$ cat src/rtl/lsu_req_stage.sv
// rtl/lsu_req_stage.sv - EX->MEM load/store request stage (optional MISALIGN_TRAP_EN)
package lsu_req_stage_pkg;
  typedef struct packed {
    logic       reg_write;
    logic [4:0] rd;
    logic       mem_read;
    logic       mem_write;
    logic [2:0] funct3;
  } control_type;
endpackage

module lsu_req_stage
  import lsu_req_stage_pkg::*;
#(
  parameter int ADDR_W = 32
) (
  input  logic              clk,
  input  logic              reset_n,
  input  logic              in_valid,
  output logic              in_ready,
  input  logic              flush,
  input  logic [31:0]       alu_data_in,
  input  logic [31:0]       memory_data_in,
  input  control_type       control_in,
  output logic              ram_d_req,
  input  logic              ram_d_gnt,
  output logic              ram_d_we,
  output logic [3:0]        ram_d_be,
  output logic [ADDR_W-1:0] ram_d_addr,
  output logic [31:0]       ram_d_wdata,
  input  logic              ram_d_rvalid,
  output logic              out_valid,
  input  logic              out_ready,
  output logic [31:0]       alu_data_out,
  output logic [31:0]       memory_data_out,
  output control_type       control_out,
  output logic              misalign_out
);

  localparam logic [1:0] IDLE = 2'd0;
  localparam logic [1:0] REQ  = 2'd1;
  localparam logic [1:0] WAIT = 2'd2;
  localparam logic [1:0] FULL = 2'd3;

  logic [1:0]  state;
  logic        discard_q;
  logic        accept;
  logic        is_mem;
  logic        trap_d;
  logic [3:0]  be_d;
  logic [31:0] wdata_d;

  assign in_ready = (state == IDLE);
  assign accept   = in_valid && (state == IDLE) && !flush;
  assign is_mem   = control_in.mem_read | control_in.mem_write;

  // Byte lanes come from the low address bits; loads always fetch the whole word.
  always_comb begin
    be_d    = 4'hF;
    wdata_d = memory_data_in;
    if (control_in.mem_write) begin
      case (control_in.funct3[1:0])
        2'b00: begin
          be_d    = 4'b0001 << alu_data_in[1:0];
          wdata_d = {4{memory_data_in[7:0]}};
        end
        2'b01: begin
          be_d    = 4'b0011 << {alu_data_in[1], 1'b0};
          wdata_d = {2{memory_data_in[15:0]}};
        end
        default: begin
          be_d    = 4'hF;
          wdata_d = memory_data_in;
        end
      endcase
    end
  end

`ifdef MISALIGN_TRAP_EN
  logic misalign_q;

  always_comb begin
    case (control_in.funct3[1:0])
      2'b00:   trap_d = 1'b0;
      2'b01:   trap_d = is_mem & alu_data_in[0];
      default: trap_d = is_mem & (alu_data_in[1:0] != 2'b00);
    endcase
  end

  assign misalign_out = misalign_q;

  always_ff @(posedge clk or negedge reset_n) begin
    if (!reset_n) begin
      misalign_q <= 1'b0;
    end else if (accept) begin
      misalign_q <= trap_d;
    end
  end
`else
  assign trap_d       = 1'b0;
  assign misalign_out = 1'b0;
`endif

  always_ff @(posedge clk or negedge reset_n) begin
    if (!reset_n) begin
      state           <= IDLE;
      discard_q       <= 1'b0;
      ram_d_req       <= 1'b0;
      ram_d_we        <= 1'b0;
      ram_d_be        <= 4'h0;
      ram_d_addr      <= '0;
      ram_d_wdata     <= 32'h0;
      out_valid       <= 1'b0;
      alu_data_out    <= 32'h0;
      memory_data_out <= 32'h0;
      control_out     <= '0;
    end else begin
      case (state)
        IDLE: begin
          if (accept) begin
            alu_data_out    <= alu_data_in;
            memory_data_out <= memory_data_in;
            control_out     <= control_in;
            discard_q       <= 1'b0;
            if (!is_mem || trap_d) begin
              state     <= FULL;
              out_valid <= 1'b1;
            end else begin
              state       <= REQ;
              ram_d_req   <= 1'b1;
              ram_d_we    <= control_in.mem_write;
              ram_d_be    <= be_d;
              ram_d_addr  <= ADDR_W'({alu_data_in[31:2], 2'b00});
              ram_d_wdata <= wdata_d;
            end
          end
        end
        REQ: begin
          // A flushed request stays up until granted; only its result is dropped.
          if (flush) begin
            discard_q <= 1'b1;
          end
          if (ram_d_gnt) begin
            ram_d_req <= 1'b0;
            if (!ram_d_we) begin
              state <= WAIT;
            end else if (discard_q || flush) begin
              state <= IDLE;
            end else begin
              state     <= FULL;
              out_valid <= 1'b1;
            end
          end
        end
        WAIT: begin
          if (flush) begin
            discard_q <= 1'b1;
          end
          if (ram_d_rvalid) begin
            if (discard_q || flush) begin
              state <= IDLE;
            end else begin
              state     <= FULL;
              out_valid <= 1'b1;
            end
          end
        end
        default: begin
          if (flush || out_ready) begin
            state     <= IDLE;
            out_valid <= 1'b0;
          end
        end
      endcase
    end
  end

endmodule

$ cat config.mk
export PLATFORM = sky130hd
export DESIGN_NAME = lsu_req_stage
export DESIGN_NICKNAME = d
export VERILOG_FILES = /design/src/rtl/lsu_req_stage.sv
export SDC_FILE = /design/constraint.sdc
export NUM_CORES = 1
export LEC_CHECK = 0
export ABC_AREA = 1
export CORE_MARGIN = 4
export CORE_UTILIZATION = 55
export DETAILED_ROUTE_END_ITERATION = 8
export DONT_BUFFER_PORTS = 1
export PLACE_DENSITY_LB_ADDON = 0.12
export SYNTH_ARGS = -nofsm -noshare
export SYNTH_HDL_FRONTEND = slang
export SYNTH_SLANG_ARGS = --single-unit
$ cat constraint.sdc
create_clock -name clk -period 2.5 [get_ports clk]
set_input_delay 0.5 -clock clk [delete_from_list [all_inputs] [get_ports clk]]
set_output_delay 0.5 -clock clk [all_outputs]
set_load 0.01 [all_outputs]
# ---- After elaboration in Yosys (flattened, before gate mapping)
# Cells that the tools add are included.
dict set report totals {
  reg_bits 147
  input_bits 82
  output_inout_bits 148
  wordCells 72
}
dict set report op_classes {
  eq_ne 10
  shifts 2
  muxes 27
  n_bitwise 1
  reduce_logical 17
}
# op n
set op_table {}
lappend op_table {{$pmux 32 s2} 1}
lappend op_table {{$mux 32} 1}
lappend op_table {{$mux 2} 7}
lappend op_table {{$mux 1} 12}
lappend op_table {{$ne 2x2->1 const B} 4}
lappend op_table {{$pmux 4 s2} 1}
lappend op_table {{$reduce_and 4->1} 2}
lappend op_table {{$ne 2x1->1 const B} 3}
lappend op_table {{$pmux 2 s3} 1}
lappend op_table {{$reduce_and 3->1} 2}
lappend op_table {{$reduce_and 6->1} 1}
lappend op_table {{$eq 2x1->1 const B} 2}
lappend op_table {{$logic_not 2->1} 2}
lappend op_table {{$mux 4} 1}
lappend op_table {{$pmux 1 s2} 2}
lappend op_table {{$reduce_bool 2->1} 2}
lappend op_table {{$reduce_bool 4->1} 1}
lappend op_table {{$shl 1x2->4 const A} 1}
lappend op_table {{$shl 2x2->4 const A} 1}
lappend op_table {{$pmux 1 s3} 1}
lappend op_table {{$eq 2x2->1 const B} 1}
lappend op_table {{$logic_and 1x1->1} 2}
lappend op_table {{$logic_or 1x1->1} 2}
lappend op_table {{$reduce_and 2->1} 1}
lappend op_table {{3 further kinds} 3}

# ---- Longest topological paths before layout
# Gate-level depths: netlist (run 1).
dict set report depth {
  depth_word 5
  depth_mapped 9
  depth_no_buf 9
}

# ---- Least setup slack after synthesis (run 1)
# Ideal clock, no wire load.
dict set report synth_timing {
  path_type {reg2reg}
  start {register state[0]}
  end {register ram_d_wdata[12]}
  setup_time_ps 124
  t_arrival_ps 1482
  required_time_ps 2376
  slack_ps 894
  path_stages_with_launch 9
  path_buffers 1
  period_less_slack_ps 1606
  cell_sequence {dfrtp_1 inv_1 ha_1 nand2_1 nor2_1 nand2_2 buf_2 a21oi_1 a21oi_1}
}
dict set report synth_via {
  elab_chain_cells 4
}
# item line_no
set synth_lines {}
lappend synth_lines {{start, declared} 45} ;# logic [1:0] state;
lappend synth_lines {{start signal, assigned} 106} ;# state <= IDLE;
lappend synth_lines {{start signal, assigned} 126} ;# state <= FULL;
lappend synth_lines {{start signal, assigned} 129} ;# state <= REQ;
lappend synth_lines {{$logic_not 2->1 (*)} --}
lappend synth_lines {{net in_ready} 20} ;# output logic in_ready,
lappend synth_lines {{$logic_and 1x1->1 (2 in a row)} 54} ;# assign accept = in_valid && (state == IDLE) && !flush;
lappend synth_lines {{$reduce_and 3->1 (no source line) (*)} --}
lappend synth_lines {{end signal, assigned} 134} ;# ram_d_wdata <= wdata_d;
lappend synth_lines {{end, declared} 30} ;# output logic [31:0] ram_d_wdata,
# The timed path passes the listed nets; every way through them passes the cells marked *.
# A chain may end at the register's enable or synchronous reset.

# ---- Worst setup path in the final report (run 1)
# Ends and elaborated chain as after synthesis.

==> results summary, run 1 <==
The flow ran to the end, but the final reports show violations. The final reports fail on hold timing. The final critical-path share of the clock period is 82.1%. Clock-pin slew was measured on the worst setup and hold paths at 0.06 ns. The synthesized netlist cell count came out at 675. The number of buffers inserted to repair setup after CTS came out at 0.

The global routing usage summed across all routing layers is 25.0%. The layout overhead on the synthesized area came out at 11.6%. The leakage power is 0.00339 µW. After floorplanning, the core was sized to cover 0.0105 mm². OpenSTA, run right after detailed placement, puts the worst setup slack at 0.457 ns. The sequential fraction of the synthesis area is 61.6%. The average wire per cell in the routed design came out at 19.0 µm. After detailed routing, the number of remaining DRC violations is 0. The first global-routing pass estimated 24800 µm of wire. The port buffer count is 0.

TritonCTS built the clock tree. The number of antenna diodes is 0. Walking the worst path, the cells encountered are inv_1, ha_1, nand2_1, nor2_4, nand2_2, buf_12, a21oi_1, a21oi_1. The total number of placement rows came out at 37.

The number of buffer and inverter instances along the worst setup path is 2. The placer's final routability congestion estimate is 0.829. Of all nets on the critical path, the largest fanout is 62.

The worst setup path is launched from a flop. The initial cell density of the core is 57.1%. The number of primary I/O pins came out at 230. The sequential cell area is 0.00368 mm². The min-delay analysis places its worst path in the category in2async.

IR analysis of the VDD net gives a maximum drop of 0.593 mV. The total number of clock tree sinks came out at 147. The number of DRC markers in iteration 0 is 398. The post-synthesis sequential element count came out at 147. The floorplan step defined a die boundary enclosing 0.0126 mm². The number of filler instances in the final layout is 888. The post-synthesis instance area is 0.00597 mm². The number of pins with negative max-slew slack in the final report is 0. Counting buffers and inverters, the worst setup path is 8 cells deep. The max-cap violation count is 0.

The maximum level of the CTS H-tree came out at 4. Subtracting the final worst setup slack from the clock period gives 2.05 ns. The number of antenna violations at the first check in global routing is 0. The number of vias after detailed routing came out at 4517. The largest net degree at the start of global routing came out at 148. In this run the mean area of a mapped cell was 8.85 µm². The cell family with the largest share of critical-path delay is simple AND/OR/NAND/NOR gates. The upper clock frequency limit came out at 0.487 GHz. The insertion delay of the later-clocked pin in the worst-skew pair is 0.50 ns. The number of CTS-inserted buffers is 17. The cell repeated most along the worst path is sky130_fd_sc_hd__a21oi_1. The delay of the slowest critical-path stage is 0.43 ns. The via density per instance is 5.54. The number of nets in the finished design is 756. Setup violations remaining at the end of the flow were counted as 0. The length of the first detailed-routing pass in iterations is 5.

The placed wire-length estimate after detailed placement is 10900 µm. The slowest stage of the critical path belongs to the cell sky130_fd_sc_hd__dfrtp_1. The worst-case clock buffer depth came out at 2. The count of nets left with antenna violations once routing finished came out at 0. Cells fill 63.7% of the core in the end.

The arrival time reported for the critical path endpoint is 2.44 ns. The number of warning messages in the yosys log is 0. In this run the tightest slew margin relative to its limit is 62.4%. Summed over all layers, the routed wires come to 15500 µm. Setup repair after global routing left no endpoint under its margin. The chip height is 112 µm. The worst-case setup margin in the final layout came out at 0.447 ns.

The share of post-route cells with drive strength above 1 came out at 6.32%. The final clock skew is 0.00589 ns. In this run the power density over the cells is 1400 mW/mm². STA classifies the critical path endpoint as a flop. The number of hold-slack violations in the final timing report is 147. By startpoint and endpoint, the worst setup path is classified as reg2reg. The post-synthesis cell type count is 22. The number of global-route vias before repair is 4527. The required time of the worst setup path came out at 2.89 ns. In this run, post-CTS repair resized a total of 0 instances. The overall overflow remaining after global route came out at 0. The total negative setup slack is 0 ns. Final hold analysis gives a worst-case slack of -0.315 ns. In the final layout, the multi-input gates occupy 0.00197 mm². In this run the horizontal extent of the chip is 112 µm. At the pin with the least slew margin, the transition time is 0.561 ns. Counting cells, the worst reg-to-reg path comes to 8. The root cell of the clock tree is sky130_fd_sc_hd__clkbuf_8.
power by group:
part	total (µW)	switching (µW)	leakage [µW]	internal (µW)
registers	5090	1530	0.00179	3560
clock network	2560	955	0.000290	1600
logic	1710	1020	0.00131	689
layer usage:
| metal | wire (µm) | vias up | track usage (%) | part of all wire [%] |
|---|---|---|---|---|
| met5 | 0 | - | 0 | 0 |
| met3 | 1950 | 31 | 11.3 | 13 |
| met4 | 377 | 0 | 10.3 | 2.4 |
| met2 | 7360 | 252 | 39.2 | 47 |
| met1 | 5860 | 2120 | 30.0 | 38 |
| li1 | - | 2114 | - | - |
cell type report:
type / count / area share [%]
clock buffer: 20 / 6.84
clock inverter: 11 / 2.29
inverter: 42 / 2.37
multi-input combinational: 453 / 29.6
sequential: 147 / 55.2
tap: 136 / 2.55
timing repair buffer: 7 / 1.16
synth_stat cells (all sizes together):
cell type  number  area, µm²
a21boi          1       7.51
a21oi          32        160
a31oi          10       62.6
buf            22        141
clkbuf         13       48.8
clkinv          1       3.75
conb            1       3.75
dfrtp         147       3680
ha              6       75.1
inv            41        154
nand2         269       1010
nand3           5       30.0
nand3b          1       7.51
nand4           1       6.26
nor2           39        149
o21ai          86        430
cell families (layout without fill, tap and decap cells):
logic type,Yosys count,after routing,synth area share (%)
AOI/OAI and AO/OA,129,129,11.1
DFF,147,147,61.6
adders and majority gates,6,6,1.26
and+or+nand+nor,315,315,20.2
other,1,3,0.0628
buffers and inverters,77,80,5.83
layout by cell type (no fill, tap or decap), types with 2 or more instances in the layout:
cell / n
sky130_fd_sc_hd__o21ai_1: 19
sky130_fd_sc_hd__conb_1: 3
sky130_fd_sc_hd__ha_1: 6
sky130_fd_sc_hd__clkinv_4: 3
sky130_fd_sc_hd__clkbuf_8: 4
sky130_fd_sc_hd__o21ai_0: 67
sky130_fd_sc_hd__buf_12: 2
sky130_fd_sc_hd__nand2_1: 268
sky130_fd_sc_hd__buf_4: 5
sky130_fd_sc_hd__nor2_1: 36
sky130_fd_sc_hd__nor2_2: 2
sky130_fd_sc_hd__a21oi_1: 32
sky130_fd_sc_hd__nand3_1: 4
sky130_fd_sc_hd__clkbuf_16: 16
sky130_fd_sc_hd__clkinvlp_4: 3
sky130_fd_sc_hd__dfrtp_1: 147
sky130_fd_sc_hd__bufinv_16: 3
sky130_fd_sc_hd__a31oi_1: 10
sky130_fd_sc_hd__inv_1: 41
flip-flops by register name, indices dropped and copies added, names as in the netlist:
| signal | count |
|---|---|
| alu_data_out | 32 |
| control_out | 11 |
| discard_q | 1 |
| memory_data_out | 32 |
| out_valid | 1 |
| ram_d_addr | 30 |
| ram_d_be | 4 |
| ram_d_req | 1 |
| ram_d_wdata | 32 |
| ram_d_we | 1 |
| state | 2 |
path summary, 6_finish.rpt:
kind	from	endpoint	slack, ns
max reg2reg	state[0]	ram_d_wdata[12]	0.45
max	state[0]	ram_d_wdata[12]	0.45
min in group clk	memory_data_in[20]	memory_data_out[20]	0.10
max in group asynchronous	reset_n	alu_data_out[2]	2.53
min	reset_n	out_valid	-0.32
min reg2reg	memory_data_out[23]	memory_data_out[23]	0.55
per-stage QoR:
| stage | power, µW | std cells | area, µm² | hold WS (ns) |
|---|---|---|---|---|
| after global routing | 10000 | 816 | 6660 | -0.349 |
| after global placement | 6740 | 785 | 6050 | 0.208 |
| after floorplan | 6170 | 677 | 5980 | 0.204 |
| after detailed placement | 6860 | 785 | 6050 | 0.209 |
| final | 9360 | 816 | 6660 | -0.315 |
| after CTS | 9450 | 816 | 6660 | -0.339 |
Power figures use the tool's default switching activity.
==> inputs of run 2 (changes only) <==
--- a/config.mk
+++ b/config.mk
@@ -5,7 +5,7 @@
 export SDC_FILE = /design/constraint.sdc
 export NUM_CORES = 1
 export LEC_CHECK = 0
-export ABC_AREA = 1
+export ABC_AREA = 0
 export CORE_MARGIN = 4
 export CORE_UTILIZATION = 55
 export DETAILED_ROUTE_END_ITERATION = 8
==> constraint.sdc (replaced) <==
create_clock -name clk -period 2.05 [get_ports clk]
set_input_delay 0.41 -clock clk [delete_from_list [all_inputs] [get_ports clk]]
set_output_delay 0.41 -clock clk [all_outputs]
set_load 0.01 [all_outputs]
==> run 2 against run 1 <==
Net effect: the run still ends with hold timing left; hold slack worse by 0.097 ns; global-route usage is 1.1 points higher; clock power is 25% higher; synthesized cell count is 0.89% higher; sequential share of layout area is 6.5 points lower; sequential power is 19% higher; via count is 7.1% higher.
==> results summary, run 2 <==
The number of nets in the finished design came out at 835. Buffers inserted during clock tree synthesis total 17. The leakage power came out at 0.00382 µW.

In this run, synthesis inferred 0 flip-flops with an integrated enable. The number of filler instances in the final layout is 795. The area fraction of the dominant cell type after synthesis is 60.8%. The largest registers in the layout are alu_data_out (32), memory_data_out (32), ram_d_wdata (32). Dividing the final minimum period by the clock period gives 93.1%.

The max-cap violation count is 0. The average wire per cell in the routed design is 18.4 µm. The transition time at the pin with the least slew margin came out at 0.505 ns. The largest fanout on the critical path is 7. The worst-case reg-to-reg path depth is 6. The number of failing setup endpoints in the final timing report is 0. In this run, synthesis produced a sequential element count of 147. The flow ran to the end, but the final reports show violations.

The cell count after synthesis came out at 681. The endpoint identified for the worst register-to-register timing path is out_valid. The number of antenna diodes is 0.

The mean cell area of the mapped netlist is 8.88 µm². The die is 113 µm wide. The area growth from synthesis to layout is 24.8%. The signal on the critical path passes through inv_1, ha_4, buf_4.

For this design, the slowest cell found on the critical path is sky130_fd_sc_hd__dfrtp_1. The number of buffers inserted to repair setup after CTS came out at 0. The number of nets with antenna violations after routing came out at 0. The switching component of the power is 4260 µW. The min-delay analysis places its worst path in the category in2async. The filler-free cell count of the finished design came out at 899. The number of primary I/O pins is 230. The global routing usage summed across all routing layers is 26.1%.

The post-synthesis cell type count is 34. The worst setup path is of the reg2out kind. The number of hold-slack violations in the final timing report is 147.

Leaving out fill and tap cells, the most frequent cell in the layout is sky130_fd_sc_hd__nand2_1. The minimum hold slack is -0.413 ns. The delay of the slowest critical-path stage came out at 0.42 ns. The most used flip-flop cell after synthesis is sky130_fd_sc_hd__dfrtp_1. Setup repair after global routing left no endpoint under its margin. The startpoint identified for the worst register-to-register timing path is state[0].

The hold buffer count at CTS is 72. The worst setup slack for register-to-register paths came out at 0.17 ns. The worst supply voltage drop on vdd came out at 0.709 mV. Clock-pin slew was measured on the worst setup and hold paths at 0.06 ns. After the first detailed-routing iteration, the DRC count stood at 519.

The dominant cell by count in the synthesized netlist is sky130_fd_sc_hd__nand2_1. The number of remaining DRC errors came out at 0. The clock tree synthesis step divided the H-tree into 4 levels.

Leaving out fill and tap cells, the most frequent cells in the layout are 368 x sky130_fd_sc_hd__nand2_1, 147 x sky130_fd_sc_hd__dfrtp_1, 72 x sky130_fd_sc_hd__dlygate4sd3_1, 31 x sky130_fd_sc_hd__nor2_1. The number of antenna violations at the first check in global routing came out at 0. For this run, the detailed router's first-pass iteration total came to 8.

The floorplan step defined a die boundary enclosing 0.0127 mm². By area the synthesized netlist is led by sky130_fd_sc_hd__dfrtp_1 61%, sky130_fd_sc_hd__nand2_1 23%, sky130_fd_sc_hd__nor2_1 2.0%, sky130_fd_sc_hd__o31ai_1 2.0%, sky130_fd_sc_hd__buf_2 1.6%. No sink is reached through more buffers than the 2 on the longest clock path.

The number of warning messages in the yosys log came out at 0. The most area-hungry cell type in the Yosys netlist is sky130_fd_sc_hd__dfrtp_1. The total number of clock tree sinks is 147. TritonCTS built the clock tree. The final route contains 4839 vias. For this run the aggregate overflow at the end of global routing stands at 0.

The required time of the worst setup path is 1.64 ns. The final reports fail on hold timing. The cell sitting at the root of the clock tree is a sky130_fd_sc_hd__clkbuf_8. The upper clock frequency limit came out at 0.524 GHz. For the worst-skew pair, the clock arrives at the later sink with an insertion delay of 0.51 ns.

The type of origin of the critical path is a flop. The number of buffer and inverter instances along the worst setup path is 2. The part of the power in combinational logic is 19.7%. Detailed placement finished with a half-perimeter wire length of 10700 µm. The final clock skew came out at 0.00640 ns. The initial cell density of the core is 56.0%. After floorplanning, the core was sized to cover 0.0108 mm². The arrival time reported for the critical path endpoint came out at 1.50 ns. Of the cells placed in the final design, the portion with a size suffix greater than 1 is 6.72%.

The total number of placement rows came out at 38. The share of total power consumed by net switching came out at 36.8%. The largest net degree at the start of global routing is 148. The number of global-route vias before repair is 4909. The chip height is 113 µm. The routed design has 16600 µm of wire.

The total negative setup slack is 0 ns. The placed instance count is 796. The cell family contributing the most delay on the critical path is flip-flops.

The share of async-settable or async-resettable flops after synthesis came out at 100%. The number of pins with negative max-slew slack in the final report came to 0. After synthesis, the most frequently instantiated cells are 368 x sky130_fd_sc_hd__nand2_1, 147 x sky130_fd_sc_hd__dfrtp_1, 32 x sky130_fd_sc_hd__nor2_1, 19 x sky130_fd_sc_hd__buf_2, 16 x sky130_fd_sc_hd__o31ai_1. The final standard cell utilization of the core came out at 69.9%. The placer's final routability congestion estimate came out at 0.835. The via density per instance is 5.38. The port buffer count came out at 0. The time the final worst path needs with I/O delays and setup is 1.91 ns.

The fraction of power consumed by the clock network is 27.7%. The post-synthesis instance area came out at 0.00605 mm². For this design the ratio of total power to cell area is 1530 mW/mm². The capturing element type of the critical path is a primary output. The global-route wire length before repair came out at 26200 µm.

The worst max-slew margin expressed relative to the limit is 66.0%. The internal portion of the total power is 7320 µW. The power share of the sequential group is 52.5%. The sequential fraction of the synthesis area came out at 60.8%.
run 2: changes by cell type in the layout (fill, tap and decap cells not counted), sizes merged, moves of 4 or more:
cell | previous run | this run
a211oi | 0 | 8
nor2 | 39 | 32
and2 | 0 | 7
clkbuf | 20 | 24
nor2b | 0 | 5
inv | 42 | 8
o31ai | 0 | 16
o21ai | 86 | 10
nand3 | 5 | 0
buf | 7 | 12
nand2 | 269 | 368
a21oi | 32 | 9
dlygate4sd3 | 0 | 72
run 2: per-stage QoR:
stage,hold WS [ns],area (µm²),worst slack [ns],total power (µW)
3_3_place_gp,0.118,6190,0.196,8090
5_1_grt,-0.445,7550,0.0226,12300
2_1_floorplan,0.114,6060,0.306,7400
4_1_cts,-0.436,7540,0.0479,11600
3_5_place_dp,0.118,6190,0.113,8250
6_report,-0.413,7550,0.142,11600
run 2: cells by family after synthesis:
| kind of cell | synth area share, % |
|---|---|
| and+or+nand+nor | 27.0 |
| DFF | 60.8 |
| AOI/OAI and AO/OA | 6.81 |
| buffers and inverters | 3.68 |
| adders and majority gates | 1.24 |
| muxes | 0.352 |
| other | 0.0620 |
run 2: layout make-up:
type / count / area, µm² / share of cell area (%)
clock buffer: 24 / 500 / 6.63
clock inverter: 7 / 119 / 1.58
inverter: 8 / 30.0 / 0.398
multi-input combinational: 489 / 2190 / 29.1
sequential: 147 / 3680 / 48.7
tap: 140 / 175 / 2.32
timing repair buffer: 84 / 848 / 11.2
run 2: what timing repair did:
action                     4_1_cts  5_1_grt
hold endpoints to repair       253      147
cloned                           0        0
setup endpoints to repair        1        1
gates resized for setup          1        1
run 2: metal layers:
layer  vias up  part of all wire, %  global-route usage [%]
li1       2271                    -                       -
met1      2314                   39                    32.3
met2       234                   49                    41.9
met3        20                   11                    9.89
met4         0                  1.3                    9.54
met5         -                    0                       0
run 2: worst max path at each step:
| stage | start | depth (start not counted) | to | slack, ns |
|---|---|---|---|---|
| after floorplan | state[0] | 7 | ram_d_wdata[10] | 0.31 |
| after global placement | state[0] | 6 | ram_d_we | 0.20 |
| after detailed placement | state[0] | 6 | ram_d_we | 0.11 |
| after CTS | state[0] | 3 | in_ready | 0.05 |
| after global routing | state[0] | 6 | out_valid | 0.02 |
| final | state[0] | 3 | in_ready | 0.14 |
run 2: power groups by stage:
stage               registers [µW]  clock network, µW  logic [µW]
CTS                           6090               3250        2270
global route                  6220               3390        2670
detailed placement            6120                  0        2130
finish                        6080               3210        2290
global placement              6090                  0        2000
floorplan                     5670                  0        1730
==> inputs of run 3 (changes only) <==
--- a/config.mk
+++ b/config.mk
@@ -6,11 +6,13 @@
 export NUM_CORES = 1
 export LEC_CHECK = 0
 export ABC_AREA = 0
-export CORE_MARGIN = 4
+export CORE_MARGIN = 5
 export CORE_UTILIZATION = 55
 export DETAILED_ROUTE_END_ITERATION = 8
 export DONT_BUFFER_PORTS = 1
 export PLACE_DENSITY_LB_ADDON = 0.12
+export RECOVER_POWER = 100
+export SLEW_MARGIN = 30
 export SYNTH_ARGS = -nofsm -noshare
 export SYNTH_HDL_FRONTEND = slang
 export SYNTH_SLANG_ARGS = --single-unit
==> run 3 against run 2 <==
Net effect: the flow still finishes with violations (hold timing); clock-buffer cell count decreased by 4; register-to-register slack got worse by 0.04 ns; clock skew is 0.0022 ns higher; setup slack lost 0.061 ns; non-clock buffer count decreased by 2; total power is 1.2% lower; clock power shrank 3%; hold slack lost 0.011 ns; flip-flop and latch count unchanged; core utilization is 0.59 points lower; die area is 3.6% higher; first-iteration DRC count shrank 7.5%; critical path type unchanged.
==> results summary, run 3 (same netlist as run 2, synthesis figures left out) <==
The flow ran to the end, but the final reports show violations. The final reports fail on hold timing. The initialized floorplan defines 38 standard-cell rows. The largest fanout on the critical path is 5. The number of antenna diodes came out at 0.

The number of hold-slack violations in the final timing report came out at 147. Pin placement for this block handled 230 I/O pins. Setup repair after global routing left no endpoint under its margin.

The power density relative to cell area came out at 1530 mW/mm². The time the final worst path needs with I/O delays and setup is 1.97 ns. The total negative setup slack is 0 ns. The global-route met2 utilization is 42.7%. The share of total power consumed by net switching came out at 37.4%. Leaving out filler cells and counting taps, the final layout contains 898.

Of the cells placed in the final design, the portion with a size suffix greater than 1 is 6.46%. The power share of the sequential group came out at 53.1%. The global-route wire length before repair is 26300 µm.

For this run, the top clock speed supported by timing is 0.508 GHz. The minimum hold slack is -0.423 ns. The number of vias after detailed routing is 4910.

Entering global routing, the biggest net connects 148 pins. Leaving out fill and tap cells, the most frequent cell in the layout is sky130_fd_sc_hd__nand2_1. The die extent in x is 115 µm.

The part of the power in combinational logic came out at 19.8%. Of the total power, the clock network draws 27.1%. Following the worst setup path forward leads to its endpoint at in_ready. In this run the critical register-to-register path is launched from state[0].

Tracing the worst setup path back leads to its startpoint at state[0]. Summed over all layers, the global routing overflow is 0. The number of remaining DRC errors came out at 0. The required time of the worst setup path is 1.64 ns. The number of pins with negative max-slew slack in the final report came to 0.

The worst setup path is launched from a flop. The worst flop-to-flop path endpoint is ram_d_we. The port buffer count is 0. The maximum level of the CTS H-tree came out at 4. For the worst flop-to-flop path, the logic depth is 6.

Global routing consumed, on the met3 layer, 11.6% of the routing resources. The worst setup path is captured at a primary output. The largest registers in the layout are alu_data_out (32), memory_data_out (32), ram_d_wdata (32).

For this run, the total global-route usage over all layers was measured as 25.7%. The max-cap violation count came out at 0. The insertion delay of the later-clocked pin in the worst-skew pair is 0.53 ns. The number of antenna violations at the first check in global routing came out at 0. The setup path with the least slack is of type reg2out.

The final clock skew came out at 0.00860 ns. The length of the first detailed-routing pass in iterations came out at 6. The number of filler instances in the final layout is 787. The root cell of the clock tree is sky130_fd_sc_hd__clkbuf_8. The longest clock path from root to sink contains 2 buffers. The final wirelength is 16900 µm. The worst register-to-register path has a setup slack of 0.13 ns. For this configuration, the core starts out at a cell density of 56.0%. The overall power of the completed layout came out at 11400 µW. The number of nets with antenna violations after routing is 0. Post-CTS timing repair inserted 0 buffers for setup. The worst supply voltage drop on vdd is 0.772 mV. The average wire per cell in the routed design came out at 18.8 µm.

The placed instance count came out at 794. The path class of the tightest hold or removal check is in2async. The via density per instance is 5.47. The die outline area is 0.0132 mm². The placed wire-length estimate after detailed placement is 11000 µm.

Measured along the y axis, the die boundary spans 115 µm. The number of DRC markers in iteration 0 came out at 480. The total number of clock tree sinks came out at 147. Internal power comes to 7160 µW. For this run, global-route usage on met1 was measured as 29.4%.

The leakage power came out at 0.00379 µW. The number of global-route vias before repair came to 5030. The number of failing setup endpoints in the final timing report came out at 0. The worst max-slew margin expressed relative to the limit is 57.8%. The number of nets in the finished design is 833. In the layout the commonest cells are 368 x sky130_fd_sc_hd__nand2_1, 147 x sky130_fd_sc_hd__dfrtp_1, 72 x sky130_fd_sc_hd__dlygate4sd3_1, 31 x sky130_fd_sc_hd__nor2_1. Clock tree synthesis inserted a total of 17 buffers.

The layout overhead on the synthesized area came out at 23.7%. The clock slew seen by the registers of the worst setup and hold paths is 0.06 ns. The transition time at the pin with the least slew margin came out at 0.633 ns.

The final critical-path share of the clock period came out at 96.1%. met2 is the most crowded layer. For this design, the CTS-stage hold fixing added 72 buffers. The arrival time reported for the critical path endpoint came out at 1.56 ns. Routability-driven placement finished with a final weighted congestion of 0.894. TritonCTS built the clock tree. The switching component of the power is 4280 µW. The standard cell core area is 0.0108 mm².
-- run 3: cell count changes in the layout (fill, tap and decap cells not counted), moves of 2 or more --
cell,change
sky130_fd_sc_hd__buf_12,-2
sky130_fd_sc_hd__buf_4,-3
sky130_fd_sc_hd__buf_6,+2
sky130_fd_sc_hd__clkbuf_8,-4
sky130_fd_sc_hd__clkinv_4,+3
sky130_fd_sc_hd__clkinvlp_4,+2
-- run 3: power by group through the flow --
stage | clock, µW | combinational, µW | sequential [µW]
2_1_floorplan | 0 | 1730 | 5670
3_3_place_gp | 0 | 1980 | 6110
3_5_place_dp | 0 | 2140 | 6130
4_1_cts | 3160 | 2270 | 6100
5_1_grt | 3280 | 2630 | 6240
6_report | 3100 | 2270 | 6070
-- run 3: worst min-delay path by stage --
stage	endpoint	slack, ns	cells past startpoint
after floorplan	alu_data_out[0]	0.11	0
after global placement	alu_data_out[24]	0.12	0
after detailed placement	alu_data_out[24]	0.12	0
after CTS	alu_data_out[24]	-0.45	0
after global routing	alu_data_out[24]	-0.45	0
final	alu_data_out[24]	-0.42	0
-- run 3: cell type report --
cell class / count / area (µm²) / area share [%]
flip-flops and latches: 147 / 3680 / 49.2
multi-input cells: 489 / 2180 / 29.2
repair buffers: 82 / 813 / 10.9
clock buffers: 20 / 445 / 5.95
well taps: 140 / 175 / 2.34
clock inverters: 12 / 156 / 2.09
inverters: 8 / 30.0 / 0.401
-- run 3: metrics by stage --
step	worst slack, ns	utilization, %	cell area, µm²
2_1_floorplan	0.306	-	6060
3_3_place_gp	0.210	57.2	6180
3_5_place_dp	0.111	57.2	6180
4_1_cts	0.0653	69.5	7500
5_1_grt	0.00546	69.3	7480
6_report	0.0810	69.3	7480
-- run 3: layer usage --
| metal | share of wire (%) | wire (µm) |
|---|---|---|
| met4 | 2.0 | 344 |
| met1 | 37 | 6180 |
| met5 | 0 | 0 |
| met2 | 49 | 8260 |
| met3 | 12 | 2110 |
-- run 3: what timing repair did --
| item | in CTS | in global routing |
|---|---|---|
| endpoints found under the hold margin | 257 | 147 |
| setup endpoints to repair | 1 | 0 |
| gates resized for setup | 1 | 0 |
-- run 3: critical path: stages (launching register included) --
cell and delay (ns):
sky130_fd_sc_hd__dfrtp_1 0.42, sky130_fd_sc_hd__inv_1 0.14, sky130_fd_sc_hd__ha_2 0.29, sky130_fd_sc_hd__buf_4 0.18
